$ cat src/rtl/fault_manager_nch.sv
// N-channel fault supervisor: per-channel mask, persistence filter, saturating event
// counter and sticky pending flag feeding one NORMAL/WARNING/FAULT/SHUTDOWN state machine.
module fault_manager_nch #(
    parameter int              N_CH     = 4,
    parameter int              CNT_W    = 8,
    parameter int              WARN_TH  = 4,
    parameter int              FAULT_TH = 16,
    parameter int              REC_TH   = 8,
    parameter logic [N_CH-1:0] SHDN_CH  = N_CH'(4'b1000),
    parameter int              ID_W     = $clog2(N_CH + 1)
) (
    input  logic                  clk,
    input  logic                  rst,
    input  logic [N_CH-1:0]       flt_in,
    input  logic [N_CH-1:0]       mask,
    input  logic                  clear,
    output logic [1:0]            state,
    output logic                  warn,
    output logic                  fault,
    output logic                  shutdown,
    output logic [N_CH-1:0]       pend,
    output logic [ID_W-1:0]       active_id,
    output logic [N_CH*CNT_W-1:0] cnt_flat
);

    typedef enum logic [1:0] {
        ST_NORMAL   = 2'd0,
        ST_WARNING  = 2'd1,
        ST_FAULT    = 2'd2,
        ST_SHUTDOWN = 2'd3
    } state_e;

    localparam int PC_W = $clog2(FAULT_TH + 1);
    localparam int RC_W = $clog2(REC_TH + 1);
    localparam logic [PC_W-1:0]  PC_QUAL  = PC_W'(WARN_TH - 1);
    localparam logic [PC_W-1:0]  PC_WARN  = PC_W'(WARN_TH);
    localparam logic [PC_W-1:0]  PC_FAULT = PC_W'(FAULT_TH);
    localparam logic [RC_W-1:0]  RC_DONE  = RC_W'(REC_TH);
    localparam logic [CNT_W-1:0] CNT_MAX  = {CNT_W{1'b1}};

    logic [N_CH-1:0]  eff_s;
    logic [N_CH-1:0]  qual_s;
    logic [N_CH-1:0]  warn_hit_s;
    logic [N_CH-1:0]  fault_hit_s;
    logic             any_warn_s;
    logic             any_flt_s;
    logic             any_shdn_s;
    logic             clr_ok_s;

    logic [PC_W-1:0]  pc_q  [N_CH];
    logic [PC_W-1:0]  pc_d  [N_CH];
    logic [CNT_W-1:0] cnt_q [N_CH];
    logic [CNT_W-1:0] cnt_d [N_CH];
    logic [N_CH-1:0]  pend_q, pend_d;
    logic [RC_W-1:0]  rc_q, rc_d;
    state_e           state_q, state_d;
    logic             warn_q, fault_q, shdn_q;
    logic [ID_W-1:0]  id_q;

    function automatic logic [ID_W-1:0] first_pend(input logic [N_CH-1:0] p);
        logic [ID_W-1:0] id;
        id = '0;
        for (int i = N_CH - 1; i >= 0; i--) begin
            if (p[i]) begin
                id = ID_W'(i + 1);
            end else begin
                id = id;
            end
        end
        return id;
    endfunction

    assign eff_s = flt_in & ~mask;

    // Per-channel persistence filter, qualify detection, event counter and sticky flag.
    always_comb begin
        qual_s      = '0;
        warn_hit_s  = '0;
        fault_hit_s = '0;
        pend_d      = pend_q;
        for (int i = 0; i < N_CH; i++) begin
            pc_d[i]  = pc_q[i];
            cnt_d[i] = cnt_q[i];
        end
        for (int i = 0; i < N_CH; i++) begin
            qual_s[i]      = eff_s[i] && (pc_q[i] == PC_QUAL);
            warn_hit_s[i]  = (pc_q[i] >= PC_WARN);
            fault_hit_s[i] = (pc_q[i] == PC_FAULT);
            if (!eff_s[i]) begin
                pc_d[i] = '0;
            end else if (pc_q[i] == PC_FAULT) begin
                pc_d[i] = pc_q[i];
            end else begin
                pc_d[i] = pc_q[i] + PC_W'(1);
            end
            if (qual_s[i] && (cnt_q[i] != CNT_MAX)) begin
                cnt_d[i] = cnt_q[i] + CNT_W'(1);
            end else begin
                cnt_d[i] = cnt_q[i];
            end
            // A qualify on the same edge as a clear keeps the flag set.
            if (qual_s[i]) begin
                pend_d[i] = 1'b1;
            end else if (clear && !eff_s[i] && (state_q != ST_SHUTDOWN)) begin
                pend_d[i] = 1'b0;
            end else begin
                pend_d[i] = pend_q[i];
            end
        end
    end

    assign any_warn_s = |warn_hit_s;
    assign any_shdn_s = |(fault_hit_s & SHDN_CH);
    assign any_flt_s  = |(fault_hit_s & ~SHDN_CH);
    assign clr_ok_s   = clear && (eff_s == '0);

    // Global supervisor next-state and recovery counter.
    always_comb begin
        state_d = state_q;
        rc_d    = '0;
        case (state_q)
            ST_NORMAL: begin
                if (any_warn_s) begin
                    state_d = ST_WARNING;
                end else begin
                    state_d = ST_NORMAL;
                end
            end
            ST_WARNING: begin
                if (any_shdn_s) begin
                    state_d = ST_SHUTDOWN;
                end else if (any_flt_s) begin
                    state_d = ST_FAULT;
                end else if (clr_ok_s) begin
                    state_d = ST_NORMAL;
                end else if (rc_q == RC_DONE) begin
                    state_d = ST_NORMAL;
                end else begin
                    state_d = ST_WARNING;
                end
            end
            ST_FAULT: begin
                if (any_shdn_s) begin
                    state_d = ST_SHUTDOWN;
                end else if (clr_ok_s) begin
                    state_d = ST_NORMAL;
                end else begin
                    state_d = ST_FAULT;
                end
            end
            ST_SHUTDOWN: begin
                state_d = ST_SHUTDOWN;
            end
            default: begin
                state_d = ST_NORMAL;
            end
        endcase
        // rc only runs while the machine stays in WARNING with every channel clear.
        if ((state_q == ST_WARNING) && (state_d == ST_WARNING) && (eff_s == '0)) begin
            if (rc_q == RC_DONE) begin
                rc_d = rc_q;
            end else begin
                rc_d = rc_q + RC_W'(1);
            end
        end else begin
            rc_d = '0;
        end
    end

    // State, channel and output registers.
    always_ff @(posedge clk or posedge rst) begin
        if (rst) begin
            state_q <= ST_NORMAL;
            rc_q    <= '0;
            pend_q  <= '0;
            warn_q  <= 1'b0;
            fault_q <= 1'b0;
            shdn_q  <= 1'b0;
            id_q    <= '0;
            for (int i = 0; i < N_CH; i++) begin
                pc_q[i]  <= '0;
                cnt_q[i] <= '0;
            end
        end else begin
            state_q <= state_d;
            rc_q    <= rc_d;
            pend_q  <= pend_d;
            warn_q  <= (state_d == ST_WARNING);
            fault_q <= (state_d == ST_FAULT);
            shdn_q  <= (state_d == ST_SHUTDOWN);
            id_q    <= first_pend(pend_d);
            for (int i = 0; i < N_CH; i++) begin
                pc_q[i]  <= pc_d[i];
                cnt_q[i] <= cnt_d[i];
            end
        end
    end

    // Flatten the event counters onto the output bus.
    always_comb begin
        cnt_flat = '0;
        for (int i = 0; i < N_CH; i++) begin
            cnt_flat[i*CNT_W +: CNT_W] = cnt_q[i];
        end
    end

    assign state     = state_q;
    assign warn      = warn_q;
    assign fault     = fault_q;
    assign shutdown  = shdn_q;
    assign pend      = pend_q;
    assign active_id = id_q;

endmodule
$ cat config.mk
export PLATFORM = sky130hd
export DESIGN_NAME = fault_manager_nch
export DESIGN_NICKNAME = d
export VERILOG_FILES = /design/src/rtl/fault_manager_nch.sv
export SDC_FILE = /design/constraint.sdc
export NUM_CORES = 1
export LEC_CHECK = 0
export CAP_MARGIN = 30
export CELL_PAD_IN_SITES_DETAIL_PLACEMENT = 2
export CELL_PAD_IN_SITES_GLOBAL_PLACEMENT = 2
export CORE_MARGIN = 5
export CORE_UTILIZATION = 34
export CTS_CLUSTER_SIZE = 40
export DETAILED_ROUTE_END_ITERATION = 16
export PLACE_DENSITY_LB_ADDON = 0.08
export RECOVER_POWER = 25
export REMOVE_ABC_BUFFERS = 1
export SETUP_SLACK_MARGIN = 0.2
export SKIP_CTS_REPAIR_TIMING = 1
export SYNTH_ARGS = -nofsm -noshare
export SYNTH_HDL_FRONTEND = slang
export SYNTH_SLANG_ARGS = --single-unit
$ cat constraint.sdc
create_clock -name clk -period 2.59 [get_ports clk]
set_input_delay 0.518 -clock clk [delete_from_list [all_inputs] [get_ports clk]]
set_output_delay 0.518 -clock clk [all_outputs]
set_load 0.005 [all_outputs]
==> metrics.txt <==
# TYPE chip_impl_metric gauge
chip_impl_metric{name="post_synthesis_share_of_cell_area_spent_on_full_adders_half_adders_and_majority_gates",unit="%"} 5.401
chip_impl_info{name="synth_area_leader_cell",value="sky130_fd_sc_hd__dfrtp_1"} 1
chip_impl_metric{name="rr_worst_depth",unit=""} 8
chip_impl_metric{name="die_area",unit="sq um"} 11590
chip_impl_metric{name="synth_area_per_cell",unit="sq um"} 10.43
chip_impl_metric{name="finalWorstPathRequiredPeriod",unit="ns"} 2.091
chip_impl_info{name="critPathSlowestCell",value="sky130_fd_sc_hd__nor4bb_2"} 1
chip_impl_metric{name="place_hpwl",unit="um"} 6429
chip_impl_info{name="cts_tree",value="built"} 1
chip_impl_info{name="most_common_cell_after_layout_fill_and_taps_aside",value="sky130_fd_sc_hd__dfrtp_1"} 1
chip_impl_metric{name="area_growth",unit="%"} 29.01
chip_impl_metric{name="totalNegativeSetupSlack",unit="ns"} 0
chip_impl_metric{name="post_synth_and_or_nand_nor_area_fraction",unit="%"} 22.15
chip_impl_metric{name="finalSetupViolCount",unit=""} 0
chip_impl_info{name="worst_setup_path_end_kind",value="flop"} 1
chip_impl_info{name="outcome",value="finished, final reports clean"} 1
chip_impl_metric{name="initial_core_util",unit="%"} 34.93
chip_impl_metric{name="syn-instance-count",unit=""} 311
chip_impl_metric{name="drive_above_1_share",unit="%"} 7.254
chip_impl_info{name="rsz0062_at_grt",value="false"} 1
chip_impl_metric{name="cts_num_sinks",unit=""} 68
chip_impl_metric{name="synth_xor_xnor_area_share",unit="%"} 11.88
chip_impl_metric{name="worst-slew-pin-transition",unit="ns"} 0.8080
chip_impl_metric{name="final.period_utilization",unit="%"} 80.73
chip_impl_metric{name="drc",unit=""} 0
chip_impl_metric{name="drt-vias-per-instance",unit=""} 5.027
chip_impl_metric{name="layout.nets",unit=""} 406
chip_impl_metric{name="grt_start_max_net_pins",unit=""} 28
chip_impl_metric{name="finalHoldViolCount",unit=""} 0
chip_impl_metric{name="cp.arrival",unit="ns"} 2.34
chip_impl_metric{name="vdd_drop_max",unit="mV"} 0.2273
chip_impl_metric{name="die-width",unit="um"} 107.7
chip_impl_metric{name="detail_route.wirelength",unit="um"} 8466
chip_impl_metric{name="global_route.usage.total",unit="%"} 15.77
chip_impl_metric{name="fin_worst_hold_slack",unit="ns"} 0.4918
chip_impl_metric{name="timing_max_transition_violations_final",unit=""} 0
chip_impl_info{name="setup.worst_path.start",value="pc_q[10]"} 1
chip_impl_metric{name="antenna_found_initial",unit=""} 0
chip_impl_metric{name="clock.fmax",unit="MHz"} 478.3
chip_impl_info{name="cts.root.buffer_cell",value="sky130_fd_sc_hd__clkbuf_8"} 1
chip_impl_metric{name="clock_skew",unit="ns"} 0.01298
chip_impl_metric{name="power_density_of_the_placed_cells",unit="nW/um^2"} 593.3
chip_impl_info{name="path_cells",value="inv_1 -> ha_1 -> nor4bb_2 -> or4_1 -> o21ai_2 -> o311ai_1 -> inv_2 -> nor2_1"} 1
chip_impl_metric{name="synth_largest_type_area_fraction",unit="%"} 52.47
chip_impl_metric{name="critPathRequiredTime",unit="ns"} 2.84
chip_impl_info{name="synth.top_cells.by_area",value="sky130_fd_sc_hd__dfrtp_1, sky130_fd_sc_hd__xor2_1, sky130_fd_sc_hd__ha_1"} 1
chip_impl_metric{name="grt_pass1_wl",unit="um"} 14270
chip_impl_metric{name="ff_latch_area",unit="sq um"} 1702
chip_impl_info{name="layout_common_cells",value="sky130_fd_sc_hd__dfrtp_1, sky130_fd_sc_hd__clkdlybuf4s50_1, sky130_fd_sc_hd__nor2_1"} 1
chip_impl_info{name="launching_point_of_the_worst_reg2reg_path",value="pc_q[10]"} 1
chip_impl_metric{name="die_y",unit="um"} 107.7
chip_impl_metric{name="first_pass_iters",unit=""} 4
chip_impl_metric{name="postRouteAntennaNets",unit=""} 0
chip_impl_metric{name="placementRows",unit=""} 35
chip_impl_metric{name="power.static_leakage",unit="nW"} 1.882
chip_impl_info{name="synth_top_family_by_area",value="simple AND/OR/NAND/NOR gates"} 1
chip_impl_info{name="crit_path_start_kind",value="flop"} 1
chip_impl_metric{name="synth_seq_area_share",unit="%"} 52.47
chip_impl_metric{name="path_max_fanout",unit=""} 5
chip_impl_metric{name="clock_tree.buffer_depth",unit=""} 2
chip_impl_metric{name="clock_insertion_delay_worst_skew",unit="ns"} 0.35
chip_impl_metric{name="worst_slew_margin_rel",unit="%"} 46.07
chip_impl_info{name="worstHoldStart",value="cnt_flat[5]"} 1
chip_impl_metric{name="vias",unit=""} 2589
chip_impl_info{name="min-delay-path-class",value="reg -> reg"} 1
chip_impl_metric{name="yosys_register_bits",unit=""} 68
chip_impl_info{name="crit_path_class",value="reg -> reg"} 1
chip_impl_metric{name="setup.reg_to_reg.worst_slack",unit="ns"} 0.50
chip_impl_metric{name="cts_made_buffers",unit=""} 9
chip_impl_metric{name="initialDrtViolationCount",unit=""} 41
chip_impl_metric{name="syn-cell-area",unit="sq um"} 3243
chip_impl_metric{name="coreArea",unit="sq um"} 9284
chip_impl_info{name="reg2reg_to",value="fault"} 1
chip_impl_metric{name="clk_transition_reported_paths",unit="ns"} 0.08
chip_impl_metric{name="cts_max_level",unit=""} 3
chip_impl_metric{name="floorplan.io_pins",unit=""} 55
chip_impl_metric{name="drt-wirelength-per-cell",unit="um"} 16.44
chip_impl_metric{name="critical_path.max_stage_delay",unit="ns"} 0.66
chip_impl_metric{name="placement.io_buffers",unit=""} 54
chip_impl_metric{name="synthesis.yosys.warnings",unit=""} 0
chip_impl_metric{name="synth_mux_area_share",unit="%"} 1.890
chip_impl_metric{name="nFillCells",unit=""} 1029
chip_impl_metric{name="timing.max_cap.violations",unit=""} 0
chip_impl_metric{name="synth_compound_area_share",unit="%"} 4.244
chip_impl_metric{name="via_count_of_the_first_global_routing_pass",unit=""} 2876
chip_impl_metric{name="multiInputGateArea",unit="sq um"} 1478
chip_impl_metric{name="netlist-cell-type-count",unit=""} 39
chip_impl_info{name="critical_path_destination",value="fault"} 1
chip_impl_metric{name="antenna-diode-count",unit=""} 0
chip_impl_metric{name="overflow",unit=""} 0
chip_impl_metric{name="gp_congestion",unit=""} 0.7632
==> kinds of logic (layout without fill, tap and decap cells) <==
group | after synthesis | count (layout)
and+or+nand+nor | 141 | 141
buffers and inverters | 17 | 92
AOI/OAI and AO/OA | 21 | 21
adders and majority gates | 14 | 14
DFF | 68 | 68
xor gates and xnor gates | 44 | 44
muxes | 6 | 6
==> Yosys cell counts <==
| cell type | number |
|---|---|
| sky130_fd_sc_hd__nand3b_1 | 1 |
| sky130_fd_sc_hd__and3b_1 | 1 |
| sky130_fd_sc_hd__nand4_1 | 11 |
| sky130_fd_sc_hd__nand2_1 | 27 |
| sky130_fd_sc_hd__nor4_1 | 1 |
| sky130_fd_sc_hd__and4bb_2 | 1 |
| sky130_fd_sc_hd__o21a_1 | 3 |
| sky130_fd_sc_hd__nor4b_1 | 1 |
| sky130_fd_sc_hd__clkbuf_1 | 1 |
| sky130_fd_sc_hd__nand2b_1 | 5 |
| sky130_fd_sc_hd__mux2_2 | 1 |
| sky130_fd_sc_hd__inv_2 | 1 |
| sky130_fd_sc_hd__ha_1 | 14 |
| sky130_fd_sc_hd__and3_1 | 3 |
| sky130_fd_sc_hd__nor3_1 | 15 |
| sky130_fd_sc_hd__nor4bb_2 | 2 |
| sky130_fd_sc_hd__o21ai_2 | 1 |
| sky130_fd_sc_hd__nor2_1 | 42 |
| sky130_fd_sc_hd__mux2i_1 | 5 |
| sky130_fd_sc_hd__o22ai_1 | 2 |
| sky130_fd_sc_hd__o21ai_0 | 3 |
| sky130_fd_sc_hd__a21o_1 | 1 |
| sky130_fd_sc_hd__a21boi_1 | 1 |
| sky130_fd_sc_hd__inv_1 | 15 |
| sky130_fd_sc_hd__and4_1 | 1 |
| sky130_fd_sc_hd__dfrtp_1 | 68 |
| sky130_fd_sc_hd__a22oi_1 | 1 |
| sky130_fd_sc_hd__a21oi_1 | 5 |
| sky130_fd_sc_hd__and4bb_4 | 1 |
| sky130_fd_sc_hd__and2_1 | 1 |
| sky130_fd_sc_hd__o311ai_1 | 1 |
| sky130_fd_sc_hd__or4_1 | 1 |
| sky130_fd_sc_hd__xor2_1 | 24 |
| sky130_fd_sc_hd__nor3b_1 | 1 |
| sky130_fd_sc_hd__nor2b_1 | 2 |
| sky130_fd_sc_hd__nand3_1 | 22 |
| sky130_fd_sc_hd__xnor2_1 | 20 |
| sky130_fd_sc_hd__o211ai_1 | 3 |
| sky130_fd_sc_hd__and4b_1 | 2 |
==> power breakdown <==
group / switching, W / internal (W) / total, W
Clock: 0.000400 / 0.000494 / 0.000894
Combinational: 0.000201 / 0.000195 / 0.000396
Sequential: 0.0000692 / 0.00112 / 0.00119
==> state kept, by name, indices dropped and copies added, names as in the netlist <==
register	cells
rc_q	4
shutdown	1
fault	1
warn	1
active_id	3
cnt_flat	32
pc_q	20
pend	4
state	2
==> worst max-delay path, delay by kind of cell (launching register included) <==
family,cells,cell delay [ns]
compound gates,2,0.22
fa+ha+maj,1,0.15
buf+inv,2,0.19
flops,1,0.39
simple gates,3,1.06
==> worst min path at each step <==
stage	to	slack (ns)	cells after the start
finish	cnt_flat[5]	0.49	1
global route	cnt_flat[5]	0.52	1
detailed placement	cnt_flat[5]	0.49	1
global placement	cnt_flat[5]	0.49	1
floorplan	cnt_flat[13]	0.48	1
CTS	cnt_flat[5]	0.50	1
==> per-stage QoR <==
stage,setup WS [ns],area (sq um),std cells,util [%],power (W)
global route,0.3288,4184,515,45.07,0.002624
finish,0.4992,4184,515,45.07,0.002482
CTS,0.4952,4214,515,45.39,0.002535
floorplan,0.3605,3239,310,-,0.001398
detailed placement,0.2302,4011,499,43.21,0.001616
global placement,0.3480,4011,499,43.21,0.001598
==> layer usage <==
metal / share of wire [%] / GRT usage [%] / routed length (um) / vias to the layer above
met5: 0 / 0 / 0 / -
met1: 46 / 19.34 / 3863 / 1328
met3: 3.4 / 4.439 / 284 / 13
li1: - / - / - / 1204
met2: 49 / 26.47 / 4164 / 44
met4: 1.8 / 5.500 / 153 / 0
==> area by class of cell <==
cell class | instances | area share (%)
Timing Repair Buffer | 60 | 13.88
Sequential cell | 68 | 40.67
Clock buffer | 12 | 3.708
Multi-Input combinational cell | 226 | 35.32
Inverter | 16 | 1.435
Clock inverter | 4 | 1.136
Tap cell | 129 | 3.858
(Power assumes the default switching activity.)
